<file path="src/rtl/alu_mc.sv">
// Registered multi-cycle ALU with valid/ready handshakes on both sides.
// Single-cycle ops finish in one edge; MUL iterates shift-add over WIDTH cycles.
module alu_mc #(
   parameter int WIDTH = 8,
   parameter int SHW   = $clog2(WIDTH)
) (
   input  logic             clk,
   input  logic             rst_n,
   input  logic             in_valid,
   output logic             in_ready,
   input  logic [3:0]       opcode,
   input  logic [WIDTH-1:0] in_a,
   input  logic [WIDTH-1:0] in_b,
   output logic             out_valid,
   input  logic             out_ready,
   output logic [WIDTH-1:0] alu_out,
   output logic             a_is_zero,
   output logic             zero,
   output logic             carry
);

   localparam logic [3:0] OP_ADD   = 4'd2;
   localparam logic [3:0] OP_AND   = 4'd3;
   localparam logic [3:0] OP_XOR   = 4'd4;
   localparam logic [3:0] OP_PASSB = 4'd5;
   localparam logic [3:0] OP_SUB   = 4'd8;
   localparam logic [3:0] OP_OR    = 4'd9;
   localparam logic [3:0] OP_SHL   = 4'd10;
   localparam logic [3:0] OP_SHR   = 4'd11;
   localparam logic [3:0] OP_MUL   = 4'd12;

   typedef enum logic [1:0] {IDLE, MUL, HOLD} state_t;

   state_t             state_q;
   logic               out_valid_q;
   logic [WIDTH-1:0]   alu_out_q;
   logic               zero_q;
   logic               carry_q;
   logic               a_is_zero_q;

   logic [2*WIDTH-1:0] mcand_q;
   logic [WIDTH-1:0]   mplier_q;
   logic [2*WIDTH-1:0] acc_q;
   logic [SHW-1:0]     cnt_q;
   logic               mul_az_q;

   logic [WIDTH-1:0]   res_d;
   logic               carry_d;
   logic [WIDTH:0]     sum_w;
   logic [WIDTH:0]     diff_w;
   logic [WIDTH:0]     shl_w;
   logic [WIDTH:0]     shr_w;
   logic [SHW-1:0]     shamt;
   logic [2*WIDTH-1:0] acc_d;
   logic               accept;
   logic               mul_last;

   assign in_ready  = (state_q == IDLE) || ((state_q == HOLD) && out_ready);
   assign accept    = in_valid && in_ready;
   assign out_valid = out_valid_q;
   assign alu_out   = alu_out_q;
   assign zero      = zero_q;
   assign carry     = carry_q;
   assign a_is_zero = a_is_zero_q;

   assign shamt    = in_b[SHW-1:0];
   assign mul_last = (cnt_q == SHW'(WIDTH - 1));
   assign acc_d    = mplier_q[0] ? (acc_q + mcand_q) : acc_q;

   // One guard bit on each shift catches the last bit pushed out of that end.
   always_comb begin
      sum_w   = {1'b0, in_a} + {1'b0, in_b};
      diff_w  = {1'b0, in_a} - {1'b0, in_b};
      shl_w   = {1'b0, in_a} << shamt;
      shr_w   = {in_a, 1'b0} >> shamt;
      res_d   = in_a;
      carry_d = 1'b0;
      case (opcode)
         OP_ADD:   begin res_d = sum_w[WIDTH-1:0];  carry_d = sum_w[WIDTH];  end
         OP_AND:   res_d = in_a & in_b;
         OP_XOR:   res_d = in_a ^ in_b;
         OP_PASSB: res_d = in_b;
         OP_SUB:   begin res_d = diff_w[WIDTH-1:0]; carry_d = diff_w[WIDTH]; end
         OP_OR:    res_d = in_a | in_b;
         OP_SHL:   begin res_d = shl_w[WIDTH-1:0];  carry_d = shl_w[WIDTH];  end
         OP_SHR:   begin res_d = shr_w[WIDTH:1];    carry_d = shr_w[0];      end
         default:  res_d = in_a;
      endcase
   end

   always_ff @(posedge clk or negedge rst_n) begin
      if (!rst_n) begin
         state_q     <= IDLE;
         out_valid_q <= 1'b0;
         alu_out_q   <= '0;
         zero_q      <= 1'b0;
         carry_q     <= 1'b0;
         a_is_zero_q <= 1'b0;
         mcand_q     <= '0;
         mplier_q    <= '0;
         acc_q       <= '0;
         cnt_q       <= '0;
         mul_az_q    <= 1'b0;
      end else begin
         case (state_q)
            IDLE, HOLD: begin
               if (accept) begin
                  if (opcode == OP_MUL) begin
                     mcand_q     <= {{WIDTH{1'b0}}, in_a};
                     mplier_q    <= in_b;
                     acc_q       <= '0;
                     cnt_q       <= '0;
                     mul_az_q    <= (in_a == '0);
                     out_valid_q <= 1'b0;
                     state_q     <= MUL;
                  end else begin
                     alu_out_q   <= res_d;
                     zero_q      <= (res_d == '0);
                     carry_q     <= carry_d;
                     a_is_zero_q <= (in_a == '0);
                     out_valid_q <= 1'b1;
                     state_q     <= HOLD;
                  end
               end else if ((state_q == HOLD) && out_ready) begin
                  out_valid_q <= 1'b0;
                  state_q     <= IDLE;
               end
            end
            MUL: begin
               acc_q    <= acc_d;
               mcand_q  <= mcand_q << 1;
               mplier_q <= mplier_q >> 1;
               cnt_q    <= cnt_q + 1'b1;
               if (mul_last) begin
                  alu_out_q   <= acc_d[WIDTH-1:0];
                  zero_q      <= (acc_d[WIDTH-1:0] == '0);
                  carry_q     <= |acc_d[2*WIDTH-1:WIDTH];
                  a_is_zero_q <= mul_az_q;
                  out_valid_q <= 1'b1;
                  cnt_q       <= '0;
                  state_q     <= HOLD;
               end
            end
            default: begin
               out_valid_q <= 1'b0;
               state_q     <= IDLE;
            end
         endcase
      end
   end

endmodule

</file>
<file path="config.mk">
export PLATFORM = sky130hd
export DESIGN_NAME = alu_mc
export DESIGN_NICKNAME = d
export VERILOG_FILES = /design/src/rtl/alu_mc.sv
export SDC_FILE = /design/constraint.sdc
export NUM_CORES = 1
export LEC_CHECK = 0
export BUFFER_PORTS_ARGS = -buffer_cell sky130_fd_sc_hd__buf_2
export CORE_MARGIN = 2
export CORE_UTILIZATION = 40
export DETAILED_ROUTE_END_ITERATION = 12
export GPL_ROUTABILITY_DRIVEN = 0
export HOLD_SLACK_MARGIN = 0.08
export SYNTH_ARGS = -nofsm -noshare
export SYNTH_HDL_FRONTEND = slang
export SYNTH_SLANG_ARGS = --single-unit
export TNS_END_PERCENT = 10
</file>
<file path="constraint.sdc">
create_clock -name clk -period 3.7 [get_ports clk]
set_input_delay 0.74 -clock clk [delete_from_list [all_inputs] [get_ports clk]]
set_output_delay 0.74 -clock clk [all_outputs]
set_load 0.1 [all_outputs]
</file>
### Yosys cells after proc, flatten, opt, wreduce, memory -nomap -nowiden

Index checks and enable logic that the tools add are counted.

| storage, ports and cells | value |
|---|---|
| bits in registers | 58 |
| bits of input ports | 24 |
| output and inout bits | 13 |
| word-level logic and storage cells | 93 |

| cells by class | value |
|---|---|
| add/sub/neg operators | 4 |
| equal/unequal tests | 17 |
| shift-type cells | 2 |
| mux-type cells | 42 |
| bitwise logic cells | 3 |
| reduce and logical (&&, ||, !) cells | 14 |

Operators by type and width:

| operator | count |
|---|---|
| $mux W16 | 5 |
| $pmux W16 S2 | 2 |
| $pmux W8 S8 | 1 |
| $mux W8 | 5 |
| $pmux W8 S2 | 2 |
| $logic_not A8 Y1 | 3 |
| $eq A4 B4 Y1 const B | 5 |
| $add A16 B16 Y16 | 1 |
| $mux W1 | 13 |
| $add A8 B8 Y9 | 1 |
| $mux W3 | 3 |
| $shl A8 B3 Y9 | 1 |
| $shr A9 B3 Y9 | 1 |
| $sub A8 B8 Y9 | 1 |
| $and A8 B8 Y8 | 1 |
| $eq A4 B2 Y1 const B | 2 |
| $eq A4 B3 Y1 const B | 2 |
| $mux W2 | 4 |
| $ne A2 B2 Y1 const B | 4 |
| $or A8 B8 Y8 | 1 |
| $pmux W1 S2 | 4 |
| $reduce_or A8 Y1 | 1 |
| $xor A8 B8 Y8 | 1 |
| $pmux W3 S2 | 1 |
| other kinds (15) | 17 |

### Depth between registers and ports, before layout

| depth | value |
|---|---|
| word-level depth | 6 |
| gate-level depth with buffers | 12 |
| depth with buffers taken out | 11 |

### Least setup slack after synthesis

OpenSTA, ideal clock, no wires.

| path | value |
|---|---|
| path kind | reg2reg |
| start | register state_q[1] |
| end | register zero_q, in the netlist zero |
| library setup time | 0.087 ns |
| data arrival time | 3.529 ns |
| data required time | 3.613 ns |
| setup slack | 0.084 ns |
| cell stages (with the launch flop) | 9 |
| buffers on the path | 0 |
| period minus slack after synthesis | 3.616 ns |
| cells stage by stage | dfrtp_1 -> nand2b_1 -> nor2b_1 -> nand2_1 -> o21ai_1 -> inv_1 -> nor4b_1 -> nand4_1 -> o211ai_1 |

| on the way | value |
|---|---|
| longest elaborated chain between the ends | 6 |
| elaborated cells on any way between the ends | 13 |
| classes of those cells | eq/ne (5); mux (1); reduce/logical (7) |

Ends and longest elaborated chain:

| what | line | source |
|---|---|---|
| start: declaration | 34 | `state_t state_q;` |
| start signal: assignment | 93 | `state_q <= IDLE;` |
| start signal: assignment | 115 | `state_q <= MUL;` |
| start signal: assignment | 122 | `state_q <= HOLD;` |
| $eq A2 B2 Y1 | 58 | `assign in_ready = (state_q == IDLE) \|\| ((state_q == HOLD) && out_ready);` |
| $logic_and A1 B1 Y1 | 58 |  |
| $logic_or A1 B1 Y1 (*) | 58 |  |
| named net in_ready | 10 | `output logic in_ready,` |
| $logic_and A1 B1 Y1 (*) | 59 | `assign accept = in_valid && in_ready;` |
| $ne A2 B2 Y1 (no line) (*) | - |  |
| $reduce_and A4 Y1 (no line) (*) | - |  |
| end signal: assignment | 118 | `zero_q <= (res_d == '0);` |
| end signal: assignment | 136 | `zero_q <= (acc_d[WIDTH-1:0] == '0);` |
| end: declaration | 37 | `logic zero_q;` |

Mark *: on every way through the listed nets, which the timed path passes. The rest lies on a longest branch.
A chain may end at the register's enable or synchronous reset.

### Worst setup path in the final report

| path | value |
|---|---|
| start | register mcand_q[0] |
| end | register carry_q, in the netlist carry |

| on the way | value |
|---|---|
| longest elaborated chain between the ends | 5 |

Ends and longest elaborated chain:

| what | line | source |
|---|---|---|
| start: declaration | 41 | `logic [2*WIDTH-1:0] mcand_q;` |
| start signal: assignment | 109 | `mcand_q <= {{WIDTH{1'b0}}, in_a};` |
| start signal: assignment | 131 | `mcand_q <= mcand_q << 1;` |
| $add A16 B16 Y16 | 68 | `assign acc_d = mplier_q[0] ? (acc_q + mcand_q) : acc_q;` |
| $mux W16 | 68 |  |
| $reduce_or A8 Y1 | 137 | `carry_q <= \|acc_d[2*WIDTH-1:WIDTH];` |
| $mux W1 | 134 | `if (mul_last) begin` |
| $pmux W1 S2 | 105 | `case (state_q)` |
| end signal: assignment | 119 | `carry_q <= carry_d;` |
| end signal: assignment | 137 |  |
| end: declaration | 38 | `logic carry_q;` |

Every way passes these cells. The select of a mux whose other input is x is not followed.

==> impl_metrics.tcl <==
set metrics [dict create \
    cp-end-kind "flop" \
    cts_sinks 57 \
    dr.pass1.iters 5 \
    grt_pass1_vias 4873 \
    synth_top_family_by_area "compound AO/OA/AOI/OAI gates" \
    placed_cell_area_um2 5664 \
    antenna_found_initial 0 \
    grt_pass1_wl_mm 25.22 \
    vias_per_cell 5.970 \
    setup_tns_ns 0 \
    dieWidth_um 119.5 \
    rsz0062_at_grt "no" \
    drt_iter0_drc 493 \
    power.density_nw_per_um2 672.5 \
    synth-seq-area-share 0.2674 \
    relSlewSlack 0.2994 \
    final_layout_size_suffix_gt1_frac 0.1356 \
    synth_xor_area_frac 0.02956 \
    wirelength_mm 15.39 \
    critPathKind "reg2reg" \
    io_buffers 36 \
    synth_ff_type "dfrtp_1" \
    slew_violations 0 \
    clockBufferDepth 2 \
    crit_slowest_cell "fa_1" \
    start_util 0.4060 \
    grt_overflow 0 \
    synth-edff-count 0 \
    grt_max_degree 67 \
    die_area_um2 14270 \
    fin_worst_skew_ns 0.008457 \
    cts.clk_slew.worst_paths_ns 0.06 \
    drc_errors 0 \
    ys_warn_count 0 \
    leakagePower_uw 0.002686 \
    period_needed_ns 3.320 \
    clkLatencyLatePin_ns 0.33 \
    ys_async_sr_fraction 1.000 \
    dp_hpwl_mm 11.23 \
    timing_worst_slew_pin_value_ns 1.051 \
    cp_cell_sequence "ha_1, fa_1, a211oi_2, nor2_1, nor4_2, o31a_1, xnor2_1, a2111oi_2, nand4_1, o41a_1" \
    critPathMaxFanout 3 \
    final_area_um2 5969 \
    muxShareOfSynthArea 0.06685 \
    p_total_uw 4015 \
    yosysUniqueCellTypes 81 \
    fin_nets 751 \
    ys_seq_elements 57 \
    postCtsHoldBufs 0 \
    slowest_delay_ns 0.48 \
    syn2layout_area_growth_pct 11.92 \
    finalSetupViolCount 0 \
    synth_nets 732 \
    cts_tree "yes" \
    min_path_type "reg2reg" \
    synth-compound-area-share 0.2658 \
    crit_required_ns 3.91 \
    yosys.area_share.adder 0.1121 \
    syn_avg_cell_area_um2 8.057 \
    synth_cells 662 \
    finish.utilization 0.4544 \
    max_freq_mhz 301.2 \
    antenna_cells 0 \
    num_vias 5146 \
    htree_levels 3 \
    worstSetupStartpointType "flop" \
    rows 42 \
    status "finished clean" \
    ios 37 \
    synthSimpleGateAreaFrac 0.2024 \
    report.final.hold_viol_count 0 \
    drv_cap 0 \
    arrival_ns 3.53 \
    die_h_um 119.5 \
    root_buffer "clkbuf_16" \
    core_area_um2 13140 \
    grt_use_total 0.2198 \
    wl_per_cell_um 17.86 \
    cts_made_buffers 9 \
    ant_nets 0 \
    post-route-period-util 0.8972 \
    vdd_drop_max_v 0.0004468 \
    synth_area_um2 5334 \
    cts.repair.resized 0 \
    cts_post_setup_buffers_inserted 0 \
]
==> power by group <==
group / internal (uW) / leakage, uW / switching (uW) / total (uW)
clock network: 540 / 0.000141 / 307 / 846
registers: 868 / 0.000706 / 234 / 1100
logic: 812 / 0.00184 / 1250 / 2070
total: 2220 / 0.00269 / 1790 / 4010
==> cell usage in the layout (no fill, tap or decap), types with 5 or more instances in the layout <==
cell type	count
buf_2	36
a21o_1	8
nor2_1	52
a21oi_1	37
nand3_1	16
nand3b_1	5
xnor2_1	12
clkbuf_16	9
o21ai_0	58
a211oi_1	9
mux2i_1	21
nor3_1	13
xor2_1	6
nor4_1	6
nand2b_1	5
inv_1	24
mux2_2	5
nor2b_1	12
buf_4	17
a31oi_1	20
a22oi_1	5
dfrtp_1	57
ha_1	43
nand2_1	87
and3_1	6
and2_1	6
==> cells by family after synthesis <==
| family | Yosys count |
|---|---|
| AOI/OAI and AO/OA | 212 |
| xor gates and xnor gates | 18 |
| adders and majority gates | 46 |
| buffers and inverters | 71 |
| DFF | 57 |
| muxes | 30 |
| and+or+nand+nor | 228 |
==> sequential cells by signal (all words and copies together), names as in the netlist <==
name	cells
a_is_zero	1
acc_q	16
alu_out	8
mplier_q	8
carry	1
mul_az_q	1
cnt_q	3
state_q	2
mcand_q	16
zero	1
==> Yosys cell counts, types with 5 or more instances <==
library cell	n	area, um2
a31oi_1	20	125.1
xnor2_1	12	105.1
nand2b_1	6	37.54
o21ai_0	58	290.3
nand3b_1	5	37.54
and2_1	6	37.54
dfrtp_1	57	1426
a211oi_1	9	67.56
buf_2	9	45.04
mux2i_1	21	210.2
nor3_1	13	65.06
nand2_1	87	326.6
mux2_2	5	56.30
a22oi_1	5	37.54
a21oi_1	37	185.2
nor4_1	6	37.54
nor2_1	52	195.2
and3_1	6	37.54
ha_1	43	538.0
nand3_1	16	80.08
nor2b_1	12	75.07
inv_1	24	90.09
xor2_1	6	52.55
a21o_1	8	60.06
clkbuf_1	28	105.1
==> final cells by class <==
cell class	count	area (um2)
well taps	176	220.2
inverters	26	97.59
multi-input cells	534	3612
repair buffers	53	307.8
flip-flops and latches	57	1426
clock inverters	6	66.31
clock buffers	10	239.0
fillers	1353	7168
==> per-stage QoR <==
| stage | cells | worst slack (ns) | hold slack (ns) |
|---|---|---|---|
| 3_5_place_dp | 846 | 0.1739 | 0.4621 |
| 4_1_cts | 862 | 0.4017 | 0.4728 |
| 3_3_place_gp | 846 | 0.2776 | 0.4515 |
| 2_1_floorplan | 662 | 0.08442 | 0.4444 |
| 6_report | 862 | 0.3803 | 0.4704 |
| 5_1_grt | 862 | 0.2200 | 0.4961 |
==> critical path, delay by kind of cell (launching register included) <==
kind	cells	cell delay (ns)
adder cells (fa/ha/maj)	2	0.75
flip-flops	1	0.41
XOR/XNOR	1	0.11
AO/OA/AOI/OAI	4	1.33
AND/OR/NAND/NOR	3	0.60
==> routing by layer <==
layer / part of all wire / GRT usage / wire, um / vias up
li1: - / - / - / 2465
met4: 0.022 / 0.06765 / 344 / 0
met1: 0.47 / 0.3120 / 7185 / 2493
met5: 0 / 0 / 0 / -
met3: 0.056 / 0.03113 / 867 / 26
met2: 0.45 / 0.3464 / 6995 / 162
==> final timing paths <==
| kind | startpoint | to | slack [ns] | cells after the start |
|---|---|---|---|---|
| max in group asynchronous | rst_n | acc_q[0]$_DFFE_PN0P_ | 2.31 | 2 |
| worst min-delay path | alu_out[2]$_DFFE_PN0P_ | alu_out[2]$_DFFE_PN0P_ | 0.47 | 2 |
| min in group asynchronous | rst_n | mcand_q[15]$_DFFE_PN0P_ | 0.58 | 1 |
| worst min register to register | alu_out[2]$_DFFE_PN0P_ | alu_out[2]$_DFFE_PN0P_ | 0.47 | 2 |
| worst max register to register | mcand_q[0]$_DFFE_PN0P_ | carry$_DFFE_PN0P_ | 0.38 | 10 |
| worst max-delay path | mcand_q[0]$_DFFE_PN0P_ | carry$_DFFE_PN0P_ | 0.38 | 10 |
Power figures use the tool's default switching activity.
